## src/rtl/data_mem_dma_pkg.sv

```systemverilog
// Shared definitions for the data-memory DMA: FSM states, sign_mask encodings
// and memory geometry.
package data_mem_dma_pkg;

    typedef enum logic [2:0] {
        ST_IDLE,
        ST_REQ,
        ST_RD,
        ST_CAPT,
        ST_WR,
        ST_FINISH
    } dma_state_t;

    localparam logic [3:0] SM_NONE     = 4'b0000;
    localparam logic [3:0] SM_BYTE     = 4'b0001;
    localparam logic [3:0] SM_HALF     = 4'b0011;
    localparam logic [3:0] SM_WORD     = 4'b0111;
    localparam int         SM_SIGN_BIT = 3;

    localparam int          DATA_MEM_WORDS = 1024;
    localparam logic [31:0] WORD_BYTES     = 32'd4;

    function automatic logic word_aligned(input logic [31:0] addr);
        return addr[1:0] == 2'b00;
    endfunction

endpackage

```

## src/rtl/data_mem_dma_addr_gen.sv

```systemverilog
// Source/destination pointers and remaining word count for the DMA; o_last
// flags the final word so the FSM can leave WR for FINISH.
module dma_addr_gen
    import data_mem_dma_pkg::*;
#(
    parameter int LEN_W = 11
) (
    input  logic             clk,
    input  logic             rst_n,
    input  logic             i_load,
    input  logic             i_advance,
    input  logic [31:0]      i_src,
    input  logic [31:0]      i_dst,
    input  logic [LEN_W-1:0] i_len,
    output logic [31:0]      o_src,
    output logic [31:0]      o_dst,
    output logic [31:0]      o_src_next,
    output logic [31:0]      o_dst_next,
    output logic             o_last
);

    logic [31:0]      r_src;
    logic [31:0]      r_dst;
    logic [LEN_W-1:0] r_remaining;

    always_ff @(posedge clk or negedge rst_n) begin
        if (!rst_n) begin
            r_src       <= '0;
            r_dst       <= '0;
            r_remaining <= '0;
        end else if (i_load) begin
            r_src       <= i_src;
            r_dst       <= i_dst;
            r_remaining <= i_len;
        end else if (i_advance) begin
            r_src       <= o_src_next;
            r_dst       <= o_dst_next;
            r_remaining <= r_remaining - LEN_W'(1);
        end
    end

    assign o_src      = r_src;
    assign o_dst      = r_dst;
    assign o_src_next = r_src + WORD_BYTES;
    assign o_dst_next = r_dst + WORD_BYTES;
    assign o_last     = (r_remaining == LEN_W'(1));

endmodule

```

## src/rtl/data_mem_dma.sv

```systemverilog
// Word-copy DMA mastering the data-memory load/store port via bus_req/bus_gnt.
// Optional DATA_MEM_DMA_FILL_EN adds a constant-fill mode (fill_mode/fill_value).
//   state  | meaning
//   IDLE   | waiting for start
//   REQ    | bus_req high, waiting for bus_gnt
//   RD     | word read presented until memory not stalled
//   CAPT   | capture load data into the write-data register
//   WR     | word write presented until memory not stalled
//   FINISH | wait out post-write stall, then release bus and pulse done
module data_mem_dma
    import data_mem_dma_pkg::*;
#(
    parameter int LEN_W = 11
) (
    input  logic             clk,
    input  logic             rst_n,
    input  logic             start,
    input  logic [31:0]      src_addr,
    input  logic [31:0]      dst_addr,
    input  logic [LEN_W-1:0] len_words,
`ifdef DATA_MEM_DMA_FILL_EN
    input  logic             fill_mode,
    input  logic [31:0]      fill_value,
`endif
    output logic             busy,
    output logic             done,
    output logic             err,
    output logic             bus_req,
    input  logic             bus_gnt,
    output logic [31:0]      mem_addr,
    output logic [31:0]      mem_write_data,
    output logic             mem_memread,
    output logic             mem_memwrite,
    output logic [3:0]       mem_sign_mask,
    input  logic [31:0]      mem_read_data,
    input  logic             mem_clk_stall
);

    logic        w_fill_in;
    logic [31:0] w_fill_val_in;

`ifdef DATA_MEM_DMA_FILL_EN
    assign w_fill_in     = fill_mode;
    assign w_fill_val_in = fill_value;
`else
    assign w_fill_in     = 1'b0;
    assign w_fill_val_in = '0;
`endif

    dma_state_t  r_state;
    logic        r_fill;
    logic [31:0] r_fill_val;

    logic        w_cmd_ok;
    logic        w_load;
    logic        w_advance;
    logic        w_last;
    logic [31:0] w_src;
    logic [31:0] w_dst;
    logic [31:0] w_src_next;
    logic [31:0] w_dst_next;

    // Fill never reads, so the source alignment is irrelevant there.
    assign w_cmd_ok  = (word_aligned(src_addr) || w_fill_in) && word_aligned(dst_addr);
    assign w_load    = (r_state == ST_IDLE) && start && w_cmd_ok && (len_words != '0);
    assign w_advance = (r_state == ST_WR) && !mem_clk_stall;

    dma_addr_gen #(
        .LEN_W (LEN_W)
    ) u_addr_gen (
        .clk        (clk),
        .rst_n      (rst_n),
        .i_load     (w_load),
        .i_advance  (w_advance),
        .i_src      (src_addr),
        .i_dst      (dst_addr),
        .i_len      (len_words),
        .o_src      (w_src),
        .o_dst      (w_dst),
        .o_src_next (w_src_next),
        .o_dst_next (w_dst_next),
        .o_last     (w_last)
    );

    always_ff @(posedge clk or negedge rst_n) begin
        if (!rst_n) begin
            r_state        <= ST_IDLE;
            r_fill         <= 1'b0;
            r_fill_val     <= '0;
            busy           <= 1'b0;
            done           <= 1'b0;
            err            <= 1'b0;
            bus_req        <= 1'b0;
            mem_addr       <= '0;
            mem_write_data <= '0;
            mem_memread    <= 1'b0;
            mem_memwrite   <= 1'b0;
            mem_sign_mask  <= SM_NONE;
        end else begin
            done <= 1'b0;
            err  <= 1'b0;
            case (r_state)
                ST_IDLE: begin
                    if (start) begin
                        if (!w_cmd_ok) begin
                            err <= 1'b1;
                        end else if (len_words == '0) begin
                            done <= 1'b1;
                        end else begin
                            r_state    <= ST_REQ;
                            r_fill     <= w_fill_in;
                            r_fill_val <= w_fill_val_in;
                            busy       <= 1'b1;
                            bus_req    <= 1'b1;
                        end
                    end
                end
                ST_REQ: begin
                    if (bus_gnt) begin
                        mem_sign_mask <= SM_WORD;
                        if (r_fill) begin
                            r_state        <= ST_WR;
                            mem_memwrite   <= 1'b1;
                            mem_addr       <= w_dst;
                            mem_write_data <= r_fill_val;
                        end else begin
                            r_state     <= ST_RD;
                            mem_memread <= 1'b1;
                            mem_addr    <= w_src;
                        end
                    end
                end
                ST_RD: begin
                    if (!mem_clk_stall) begin
                        r_state       <= ST_CAPT;
                        mem_memread   <= 1'b0;
                        mem_sign_mask <= SM_NONE;
                    end
                end
                ST_CAPT: begin
                    r_state        <= ST_WR;
                    mem_write_data <= mem_read_data;
                    mem_memwrite   <= 1'b1;
                    mem_addr       <= w_dst;
                    mem_sign_mask  <= SM_WORD;
                end
                ST_WR: begin
                    // Pointers advance on this same edge, so the next request
                    // uses the pre-incremented values.
                    if (!mem_clk_stall) begin
                        if (w_last) begin
                            r_state       <= ST_FINISH;
                            mem_memwrite  <= 1'b0;
                            mem_sign_mask <= SM_NONE;
                        end else if (r_fill) begin
                            mem_addr <= w_dst_next;
                        end else begin
                            r_state      <= ST_RD;
                            mem_memwrite <= 1'b0;
                            mem_memread  <= 1'b1;
                            mem_addr     <= w_src_next;
                        end
                    end
                end
                ST_FINISH: begin
                    if (!mem_clk_stall) begin
                        r_state <= ST_IDLE;
                        bus_req <= 1'b0;
                        busy    <= 1'b0;
                        done    <= 1'b1;
                    end
                end
                default: r_state <= ST_IDLE;
            endcase
        end
    end

endmodule

```

## config.mk

```make
export PLATFORM = sky130hd
export DESIGN_NAME = data_mem_dma
export DESIGN_NICKNAME = d
export VERILOG_FILES = /design/src/rtl/data_mem_dma_pkg.sv /design/src/rtl/data_mem_dma_addr_gen.sv /design/src/rtl/data_mem_dma.sv
export SDC_FILE = /design/constraint.sdc
export NUM_CORES = 1
export LEC_CHECK = 0
export CORE_MARGIN = 10
export CORE_UTILIZATION = 45
export CTS_BUF_LIST = sky130_fd_sc_hd__clkbuf_8
export DETAILED_ROUTE_END_ITERATION = 16
export GPL_ROUTABILITY_DRIVEN = 1
export PLACE_DENSITY = 0.73
export SLEW_MARGIN = 10
export SYNTH_ARGS = -nofsm -noshare
export SYNTH_HDL_FRONTEND = slang
export SYNTH_SLANG_ARGS = --single-unit
```

## constraint.sdc

```tcl
create_clock -name clk -period 2.86 [get_ports clk]
set_input_delay 0.286 -clock clk [delete_from_list [all_inputs] [get_ports clk]]
set_output_delay 0.286 -clock clk [all_outputs]
set_load 0.03 [all_outputs]
```

### Yosys cells after proc, flatten, opt, wreduce, memory -nomap -nowiden

Cells that the tools add are included.

* reductions and logical operators: 24
* eq/ne operators: 15
* mux-type cells: 43
* bitwise logic cells: 1
* $add $sub $neg: 3

Operators with widths (count)
* 2-to-1 mux 32 bit: 8
* one-hot mux 32 bit (3 select lines): 1
* adder 32 x 3 -> 32 bit, second input constant: 2
* 2-to-1 mux 3 bit: 8
* 2-to-1 mux 11 bit: 2
* one-hot mux 3 bit (6 select lines): 1
* 2-to-1 mux 4 bit: 4
* != test 2 bit, second input constant: 8
* one-hot mux 4 bit (4 select lines): 1
* AND reduction 5 bit: 3
* 2-to-1 mux 1 bit: 14
* == test 11 x 1 -> 1 bit, second input constant: 1
* zero test 11 bit: 1
* nonzero test 11 bit: 1
* subtractor 11 x 1 -> 11 bit, second input constant: 1
* AND reduction 4 bit: 2
* AND reduction 7 bit: 1
* == test 3 x 2 -> 1 bit, second input constant: 2
* == test 3 bit, second input constant: 2
* one-hot mux 1 bit (2 select lines): 3
* nonzero test 2 bit: 3
* nonzero test 3 bit: 2
* logical AND 1 bit: 5
* zero test 2 bit: 2
* 8 further kinds: 8

* word-level logic and storage cells: 98
* output and inout port bits: 74
* bits in registers: 151
* input bits: 112

### Logic depth before layout (Yosys ltp)

Gate-level depths: netlist of the first run.

* word-level depth: 5
* gate-level depth with buffers: 9
* depth with buffers taken out: 7

### Modules after synthesis

From an unflattened synthesis of the first run, not the netlist that was laid out.

* cells, all modules: 1027
* area total of the unflattened synthesis: 8662.1 sq um

By module, submodules not included
* dma_addr_gen: seq. area each 1876.8 sq um, cells an instance 645, times used 1, area each 5301.3 sq um
* data_mem_dma: seq. area each 1826.8 sq um, cells an instance 382, times used 1, area each 3360.7 sq um

### Least setup slack after synthesis of the first run

No wires, ideal clock.

* path kind: register to register
* start point: register u_addr_gen.r_src[2], in the netlist u_addr_gen.o_src[2]
* end point: register u_addr_gen.r_src[20], in the netlist u_addr_gen.o_src[20]
* data required time: 2.734 ns
* setup time: 0.126 ns
* path slack: 0.781 ns
* arrival: 1.953 ns
* path buffers: 1
* clock period less this slack: 2.079 ns
* stages on the path, launching flop included: 8
* cells stage by stage: dfrtp_1 -> ha_1 -> nand3_2 -> or4_4 -> buf_6 -> nor2_1 -> o21ai_0 -> a221o_1

* word-level cells in the longest chain between the ends: 3

RTL lines
* start, declared: RTL line data_mem_dma_addr_gen.sv:22 `logic [31:0] r_src;`
* start signal, assigned: RTL line data_mem_dma_addr_gen.sv:32 `r_src <= i_src;`
* start signal, assigned: RTL line data_mem_dma_addr_gen.sv:36 `r_src <= o_src_next;`
* adder 32 x 3 -> 32 bit: RTL line data_mem_dma_addr_gen.sv:44 `assign o_src_next = r_src + WORD_BYTES;`
* 2-to-1 mux 32 bit: RTL line data_mem_dma_addr_gen.sv:35 `end else if (i_advance) begin`
* 2-to-1 mux 32 bit: RTL line data_mem_dma_addr_gen.sv:31 `end else if (i_load) begin`

No other way between the ends. The select of a mux whose other input is x is not followed.
A chain may end at the register's enable or synchronous reset.

### Final worst setup path of the first run

* start point: register r_state[1]
* end point: register u_addr_gen.r_src[13], in the netlist u_addr_gen.o_src[13]

* word-level cells in the longest chain between the ends: 5
* elaborated cells on any way between the ends: 8
* classes of those cells: 1 x eq/ne; 1 x mux; 6 x reduce/logical

RTL lines
* start, declared: RTL line data_mem_dma.sv:50 `dma_state_t r_state;`
* start signal, assigned: RTL line data_mem_dma.sv:87 `r_state <= ST_IDLE;`
* start signal, assigned: RTL line data_mem_dma.sv:110 `r_state <= ST_REQ;`
* start signal, assigned: RTL line data_mem_dma.sv:122 `r_state <= ST_WR;`
* zero test 3 bit: RTL line data_mem_dma.sv:65 `assign w_load = (r_state == ST_IDLE) && start && w_cmd_ok && (len_words != '0);`
* logical AND 1 bit (3 in series): RTL line data_mem_dma.sv:65
* 2-to-1 mux 32 bit / nonzero test 2 bit (equally long branches)

Several ways; a longest one is shown, not always the timed one.

==> results of run 1 <==
[cell usage after synthesis (all sizes together) (4+ instances only)]
library cell	n	area share (%)
nand2	203	9.2
dfrtp	148	45
nor2	73	3.3
o21ai	73	4.4
clkbuf	50	2.3
a21oi	39	2.4
nand3	32	2.0
nand4	28	2.5
buf	27	1.8
nor3	26	1.8
nor4	21	2.3
a221o	20	2.4
a31oi	20	1.5
and3	18	1.4
xor2	16	1.7
and2	14	1.1
o211ai	14	1.3
inv	13	0.59
o311ai	12	1.3
a22oi	10	0.91
a221oi	8	0.85
a21o	7	0.64
xnor2	6	0.64
and4	5	0.53
nor3b	5	0.46
a311oi	4	0.43
ha	4	0.61
mux2i	4	0.49
o31a	4	0.43
or4	4	0.41
[power groups by stage]
stage,Sequential (W),Clock [W],Combinational (W)
2_1_floorplan,0.00468,0,0.00279
3_3_place_gp,0.00421,0,0.00541
3_5_place_dp,0.00424,0,0.00552
4_1_cts,0.00421,0.00164,0.00554
5_1_grt,0.00438,0.00173,0.00600
6_report,0.00425,0.00161,0.00552
[cells in the final DEF (no fill, tap or decap), drive strengths merged, types with 4 or more instances in the layout]
cell type | netlist | layout
nand2 | 203 | 203
clkdlybuf4s50 | 0 | 183
dfrtp | 148 | 148
nor2 | 73 | 73
o21ai | 73 | 73
a21oi | 39 | 39
buf | 27 | 33
nand3 | 32 | 32
nand4 | 28 | 28
nor3 | 26 | 26
nor4 | 21 | 21
a221o | 20 | 20
a31oi | 20 | 20
clkbuf | 50 | 19
and3 | 18 | 18
inv | 13 | 17
xor2 | 16 | 16
o211ai | 14 | 14
and2 | 14 | 14
o311ai | 12 | 12
a22oi | 10 | 10
a221oi | 8 | 8
a21o | 7 | 7
xnor2 | 6 | 6
and4 | 5 | 5
nor3b | 5 | 5
clkinv | 1 | 5
o31a | 4 | 4
a311oi | 4 | 4
mux2i | 4 | 4
ha | 4 | 4
or4 | 4 | 4
[cell type report]
| type | instances | area [sq um] |
|---|---|---|
| clock buffer | 19 | 262 |
| clock inverter | 12 | 118 |
| fill | 1565 | 7230 |
| inverter | 14 | 52.6 |
| multi-input combinational | 724 | 4170 |
| sequential | 148 | 3700 |
| tap | 229 | 287 |
| timing repair buffer | 217 | 2140 |
[worst min-delay path by stage]
stage                       from                  to  slack (ns)  depth (start not counted)
6_report       mem_read_data[12]  mem_write_data[12]        0.35                          3
5_1_grt        mem_read_data[16]  mem_write_data[16]        0.33                          3
4_1_cts        mem_read_data[12]  mem_write_data[12]        0.33                          3
3_5_place_dp               rst_n  mem_write_data[21]        0.34                          1
3_3_place_gp               rst_n  mem_write_data[21]        0.33                          1
2_1_floorplan              rst_n             bus_req       -0.01                          0
[per-stage QoR]
stage               power [W]  hold slack, ns  instances
floorplan             0.00747        -0.00959        963
global placement      0.00962           0.328       1331
detailed placement    0.00976           0.336       1331
CTS                    0.0114           0.325       1363
global route           0.0121           0.334       1363
finish                 0.0114           0.347       1363
[cell families (layout without fill, tap and decap cells)]
| logic type | count (synthesis) | in the layout |
|---|---|---|
| compound gates | 242 | 242 |
| xor+xnor | 22 | 22 |
| fa+ha+maj | 4 | 4 |
| buf+inv | 91 | 262 |
| flops | 148 | 148 |
| mux | 5 | 5 |
| other cells | 1 | 1 |
| simple gates | 450 | 450 |
[flip-flops by register name, summed over array words and instances, names as in the netlist]
| signal | flops |
|---|---|
| mem_addr | 32 |
| mem_write_data | 32 |
| u_addr_gen.o_dst | 32 |
| u_addr_gen.o_src | 32 |
| u_addr_gen.r_remaining | 11 |
| r_state | 3 |
| bus_req | 1 |
| done | 1 |
| err | 1 |
| mem_memread | 1 |
| mem_memwrite | 1 |
| mem_sign_mask | 1 |
[worst reg2reg max path: cells and delay by family (launching register included)]
kind                   cells  cell delay, ns
AOI/OAI and AO/OA          3            0.70
and+or+nand+nor            2            0.86
DFF                        1            0.58
buffers and inverters      1            0.26
[per-layer routing]
layer  wire length, um  vias to the layer above
met5                 0                        -
met4               836                        0
met3              2450                       62
met2             12700                      407
met1             11400                     3909
li1                  -                     3813
[what timing repair did]
item	4_1_cts	5_1_grt
hold buffers	1	0
setup buffers	0	0
hold endpoints to repair	62	0
setup endpoints to repair	0	0
==> run summary, run 1 <==
STATUS
----------------------------------------------------------------------------------
Run status                                                               completed

YOSYS
----------------------------------------------------------------------------------
Largest family of logic cells by synthesized area                     simple AND/OR/NAND/NOR gates
Multiplexer share of the synthesized area                                   0.622%
Area share of fa/ha/maj cells after synthesis                               0.607%
Number of enable-type register cells in the synthesized netlist                  0
Cell Area, Synth                                                        8240 sq um
Number of instances in the synthesized netlist                                 963
Synth cell types                                                                74
Simple-gate area share of the yosys netlist                                  26.8%
Synthesized net count                                                         1079
Avg Inst Size Synth                                                     8.56 sq um
Number of synthesized register bits                                            148
Yosys warnings                                                                   0
Post-synthesis share of cell area spent on xor and xnor gates                2.34%
Sequential area share after synthesis                                        44.9%
Dominant synthesized flop cell                                        sky130_fd_sc_hd__dfrtp_1
Synthesized-area fraction occupied by ao, oa, aoi and oai cells              19.9%
Fraction of registers with async set/reset                                    100%

CRITICAL PATH
----------------------------------------------------------------------------------
Capture point of the worst reg-to-reg path                            u_addr_gen.o_src[13]
Type of element capturing the critical path                              flip-flop
Slowest cell delay on critical path                                        0.58 ns
Total stage count of the critical path                                           6
Critical Path Source Type                                                flip-flop
Slack of the worst reg-to-reg path                                         0.35 ns
Arrival time worst endpoint                                                2.85 ns
Buffers plus inverters on the worst setup path                                   1
Cell family contributing the most delay on the critical path          simple AND/OR/NAND/NOR gates
List of cells traversed by the critical path                          nor3_1 -> and3_1 -> a21o_1 -> buf_4 -> o21ai_0 -> a221o_1
Worst setup path class                                                     reg2reg
Worst path required time                                                   3.20 ns
Crit path max-delay cell type                                         sky130_fd_sc_hd__dfrtp_1
Depth of the worst register-to-register path                                     6
Start of the worst register-to-register path                            r_state[1]
Maximum fanout count along the critical path                                    19
Source of the critical timing path                                      r_state[1]
Termination of the worst setup path                                   u_addr_gen.o_src[13]

POWER
----------------------------------------------------------------------------------
Power per cell area                                                   1060 nW/um^2
Reg power frac                                                               37.3%
Sw power                                                                 0.00521 W
Leakage power                                                              4.40 nW
Part of the power in combinational logic                                     48.5%
Worst-case vdd ir drop                                                      599 uV
Switching Fraction                                                           45.8%
Clock network fraction of total power                                        14.1%
Cell-internal power                                                      0.00617 W

CLOCK NETWORK
----------------------------------------------------------------------------------
Number of H-tree levels                                                          4
Inserted Clock Buffers                                                          17
Maximum buffer depth of the clock tree                                           2
Quantity of gates resized following cts                                          0
Worst-skew pair later-pin latency                                          0.46 ns
Clock sink total                                                               148
Reg clk slew, reported paths                                               0.08 ns
Clk Tree Root Cell                                                    sky130_fd_sc_hd__clkbuf_8
Clock tree from TritonCTS                                                    built

GLOBAL ROUTING
----------------------------------------------------------------------------------
Total gr overflow                                                                0
Largest net degree at the start of global routing                               66
Initial antenna violation count                                                  0
First-pass GRT wire length                                                 42.6 mm
GRT Resource Usage Total                                                     22.0%
Vias in the first global route                                                7728
M3 GR Usage                                                                  5.40%
GR met2 Demand/Resource                                                      33.9%
Global-route track usage on met1                                             28.8%
Most crowded layer after global routing                                       met2

STA
----------------------------------------------------------------------------------
Pins Over Slew Limit                                                             0
Hold violation total from the final report                                       0
Accumulated negative setup slack                                              0 ns
Setup repair after global routing missed its margin                          false
Share of the clock period used by the worst path                             87.8%
Clock period minus worst slack                                             2.51 ns
Least-Margin Pin Slew                                                     0.778 ns
Worst slew margin relative to its limit                                      47.9%
Top achievable clock speed                                                 398 MHz
Fin worst setup slack                                                     0.348 ns
Final setup violation count                                                      0
Worst clock skew on the final layout                                    0.00963 ns

ROUTING
----------------------------------------------------------------------------------
Drt first-iter violations                                                      802
Remaining design rule violation count                                            0
Post-route antenna net violation count                                           0
Drt via density                                                               6.01
First-pass DRT Iterations                                                        6
Via count                                                                     8191
Total routed wirelength                                                    27.4 mm
DR WL/cell                                                                 20.1 um

FINAL LAYOUT
----------------------------------------------------------------------------------
Post-route core utilization                                                  59.7%
Total non-filler cell area in the finished layout                      10700 sq um
Number of diodes added for antenna fixing                                        0
Share of final-layout standard cells stronger than drive strength 1          7.67%
Nets                                                                          1238
Layout Area Growth over Synthesis                                            30.2%

FLOW RUN
----------------------------------------------------------------------------------
Max-capacitance violation count                                                  0

DIE
----------------------------------------------------------------------------------
Initial core utilization                                                     45.9%
Die extent in y                                                             155 um
CORE AREA                                                              18000 sq um
Width of the die                                                            155 um
Standard-cell rows                                                              49
Floorplan die area                                                     24100 sq um
Boundary Pins                                                                  186

PLACEMENT
----------------------------------------------------------------------------------
Worst-case setup slack after placement                                    0.120 ns
Port Buffers                                                                   184
Routability congestion estimate                                              0.936
Half-perimeter wire length after detailed placement                        19.8 mm
Placed Area                                                            10300 sq um

MIN PATH
----------------------------------------------------------------------------------
Type of the tightest min-delay check                                        in2reg

(Power assumes the default switching activity.)
==> run 2: changes to the inputs <==
Settings changed: ABC_CLOCK_PERIOD_IN_PS set to 2860.
==> results of run 2 <==
The final DEF is identical to that of run 1; final timing and power are the same.
==> run 3: changes to the inputs <==
Settings changed: ABC_CLOCK_PERIOD_IN_PS 2860 to unset, CORE_MARGIN 10 to 4, CORE_UTILIZATION 45 to 53, PLACE_DENSITY 0.73 to 0.84.
==> run summary, run 3 (same netlist as run 1, synthesis figures left out) <==
STATUS
----------------------------------------------------------------------------------
Run status                                                               completed

STA
----------------------------------------------------------------------------------
Worst slew margin relative to its limit                                      38.5%   -9.4 points
Least-Margin Pin Slew                                                     0.914 ns   +0.136 ns
Clock period minus worst slack                                             2.60 ns   +0.0900 ns
Final setup violation count                                                      0   unchanged
Share of the clock period used by the worst path                             91.0%   +3.1 points
Worst clock skew on the final layout                                     0.0129 ns   +0.00323 ns
Accumulated negative setup slack                                              0 ns   unchanged
Fin worst setup slack                                                     0.258 ns   -0.0900 ns
Hold violation total from the final report                                       0   unchanged
Top achievable clock speed                                                 384 MHz   -3.5%
Setup repair after global routing missed its margin                          false
Pins Over Slew Limit                                                             0   unchanged

DIE
----------------------------------------------------------------------------------
CORE AREA                                                              15200 sq um   -15%
Width of the die                                                            133 um   -15%
Standard-cell rows                                                              45   -8.2%
Die extent in y                                                             133 um   -15%
Floorplan die area                                                     17600 sq um   -27%
Boundary Pins                                                                  186   unchanged
Initial core utilization                                                     54.2%   +8.3 points

CRITICAL PATH
----------------------------------------------------------------------------------
Worst path required time                                                   3.19 ns   about the same
Slack of the worst reg-to-reg path                                         0.26 ns   -0.09 ns
Cell family contributing the most delay on the critical path          simple AND/OR/NAND/NOR gates
Depth of the worst register-to-register path                                     6   unchanged
Slowest cell delay on critical path                                        0.77 ns   +0.19 ns
List of cells traversed by the critical path                          or3b_2 -> and3_1 -> a21o_1 -> buf_12 -> nor2_1 -> a21oi_1
Start of the worst register-to-register path                            r_state[0]
Total stage count of the critical path                                           6   unchanged
Buffers plus inverters on the worst setup path                                   1   unchanged
Maximum fanout count along the critical path                                    18   -1
Type of element capturing the critical path                              flip-flop
Arrival time worst endpoint                                                2.93 ns   +0.08 ns
Critical Path Source Type                                                flip-flop
Worst setup path class                                                     reg2reg
Crit path max-delay cell type                                         sky130_fd_sc_hd__dfrtp_1
Capture point of the worst reg-to-reg path                            mem_addr[27]

ROUTING
----------------------------------------------------------------------------------
First-pass DRT Iterations                                                        7   +1
Via count                                                                     8375   +2.2%
Drt first-iter violations                                                     1171   +46%
Remaining design rule violation count                                            0   unchanged
DR WL/cell                                                                 19.5 um   -2.9%
Drt via density                                                               6.33   +5.3%
Total routed wirelength                                                    25.8 mm   -5.8%
Post-route antenna net violation count                                           0   unchanged

FINAL LAYOUT
----------------------------------------------------------------------------------
Post-route core utilization                                                  70.7%   +11 points
Nets                                                                          1239   +0.081%
Share of final-layout standard cells stronger than drive strength 1          8.02%   +0.35 points
Layout Area Growth over Synthesis                                            30.5%
Commonest cells after routing, fill and taps aside                    sky130_fd_sc_hd__nand2_1 (203), sky130_fd_sc_hd__clkdlybuf4s50_1 (183), sky130_fd_sc_hd__dfrtp_1 (148)
Number of diodes added for antenna fixing                                        0   unchanged
Leading cell type in the layout, fill and taps excluded               sky130_fd_sc_hd__nand2_1

FLOW RUN
----------------------------------------------------------------------------------
Max-capacitance violation count                                                  0   unchanged

GLOBAL ROUTING
----------------------------------------------------------------------------------
Initial antenna violation count                                                  0   unchanged
GRT Resource Usage Total                                                     28.8%   +6.8 points
Vias in the first global route                                                7884   +2.0%
Total gr overflow                                                                0   unchanged
Largest net degree at the start of global routing                               65   -1.5%
First-pass GRT wire length                                                 40.9 mm   -4.1%

POWER
----------------------------------------------------------------------------------
Power per cell area                                                   1080 nW/um^2   +1.8%
Leakage power                                                              4.43 nW   +0.46%
Worst-case vdd ir drop                                                      648 uV   +8.2%

PLACEMENT
----------------------------------------------------------------------------------
Half-perimeter wire length after detailed placement                        18.2 mm   -8.2%
Worst-case setup slack after placement                                    0.320 ns   +0.200 ns
Routability congestion estimate                                              0.919   -1.8%
Port Buffers                                                                   184   unchanged

MIN PATH
----------------------------------------------------------------------------------
Type of the tightest min-delay check                                      in2async

CLOCK NETWORK
----------------------------------------------------------------------------------
Clk Tree Root Cell                                                    sky130_fd_sc_hd__clkbuf_8
Worst-skew pair later-pin latency                                          0.46 ns   about the same
Inserted Clock Buffers                                                          17   unchanged
Reg clk slew, reported paths                                               0.08 ns   about the same
Number of H-tree levels                                                          4   unchanged
Clock sink total                                                               148   unchanged
Post-CTS Hold Buffers                                                            1   unchanged
Number of setup buffers added after CTS                                          0   unchanged
Maximum buffer depth of the clock tree                                           2   unchanged
Clock tree from TritonCTS                                                    built
Quantity of gates resized following cts                                          0   unchanged

==> run 3: metal layers <==
layer	track usage, %	vias to the layer above	part of all wire, %
li1	-	3807	-
met1	39.9	4029	41
met2	44.5	472	47
met3	6.27	67	9.9
met4	11.1	0	2.7
met5	0	-	0
==> run 3: through the flow <==
step,instances,cell area [sq um],hold slack (ns),total power (W)
4_1_cts,1323,10800,0.331,0.0115
3_3_place_gp,1291,10300,0.278,0.00962
2_1_floorplan,963,8240,-0.00959,0.00747
5_1_grt,1323,10800,0.340,0.0123
3_5_place_dp,1291,10300,0.277,0.00981
6_report,1323,10800,0.344,0.0116
==> run 3: power breakdown <==
part | switching [W] | internal (W) | total (W)
registers | 0.00123 | 0.00307 | 0.00430
logic | 0.00321 | 0.00238 | 0.00559
clock network | 0.000797 | 0.000916 | 0.00171
total | 0.00525 | 0.00636 | 0.0116
==> run 3: area by class of cell <==
class	instances	area, sq um
clock buffers	20	275
clock inverters	11	134
fillers	1152	4450
inverters	14	52.6
multi-input cells	724	4170
flip-flops and latches	148	3700
well taps	188	235
repair buffers	218	2190
==> run 3: worst max path at each step <==
stage | startpoint | to | slack [ns]
floorplan | u_addr_gen.o_src[2] | u_addr_gen.o_src[20] | 0.78
global placement | r_state[0] | mem_addr[22] | 0.42
detailed placement | mem_clk_stall | mem_addr[12] | 0.32
CTS | r_state[0] | mem_addr[1] | 0.33
global route | r_state[2] | mem_addr[12] | 0.18
finish | r_state[0] | mem_addr[27] | 0.26
==> run 3: worst reg2reg max path: cells and delay by family, from the launching register on <==
kind / cells / cell delay [ns]
compound gates: 2 / 0.53
simple gates: 3 / 0.85
buf+inv: 1 / 0.31
flops: 1 / 0.77
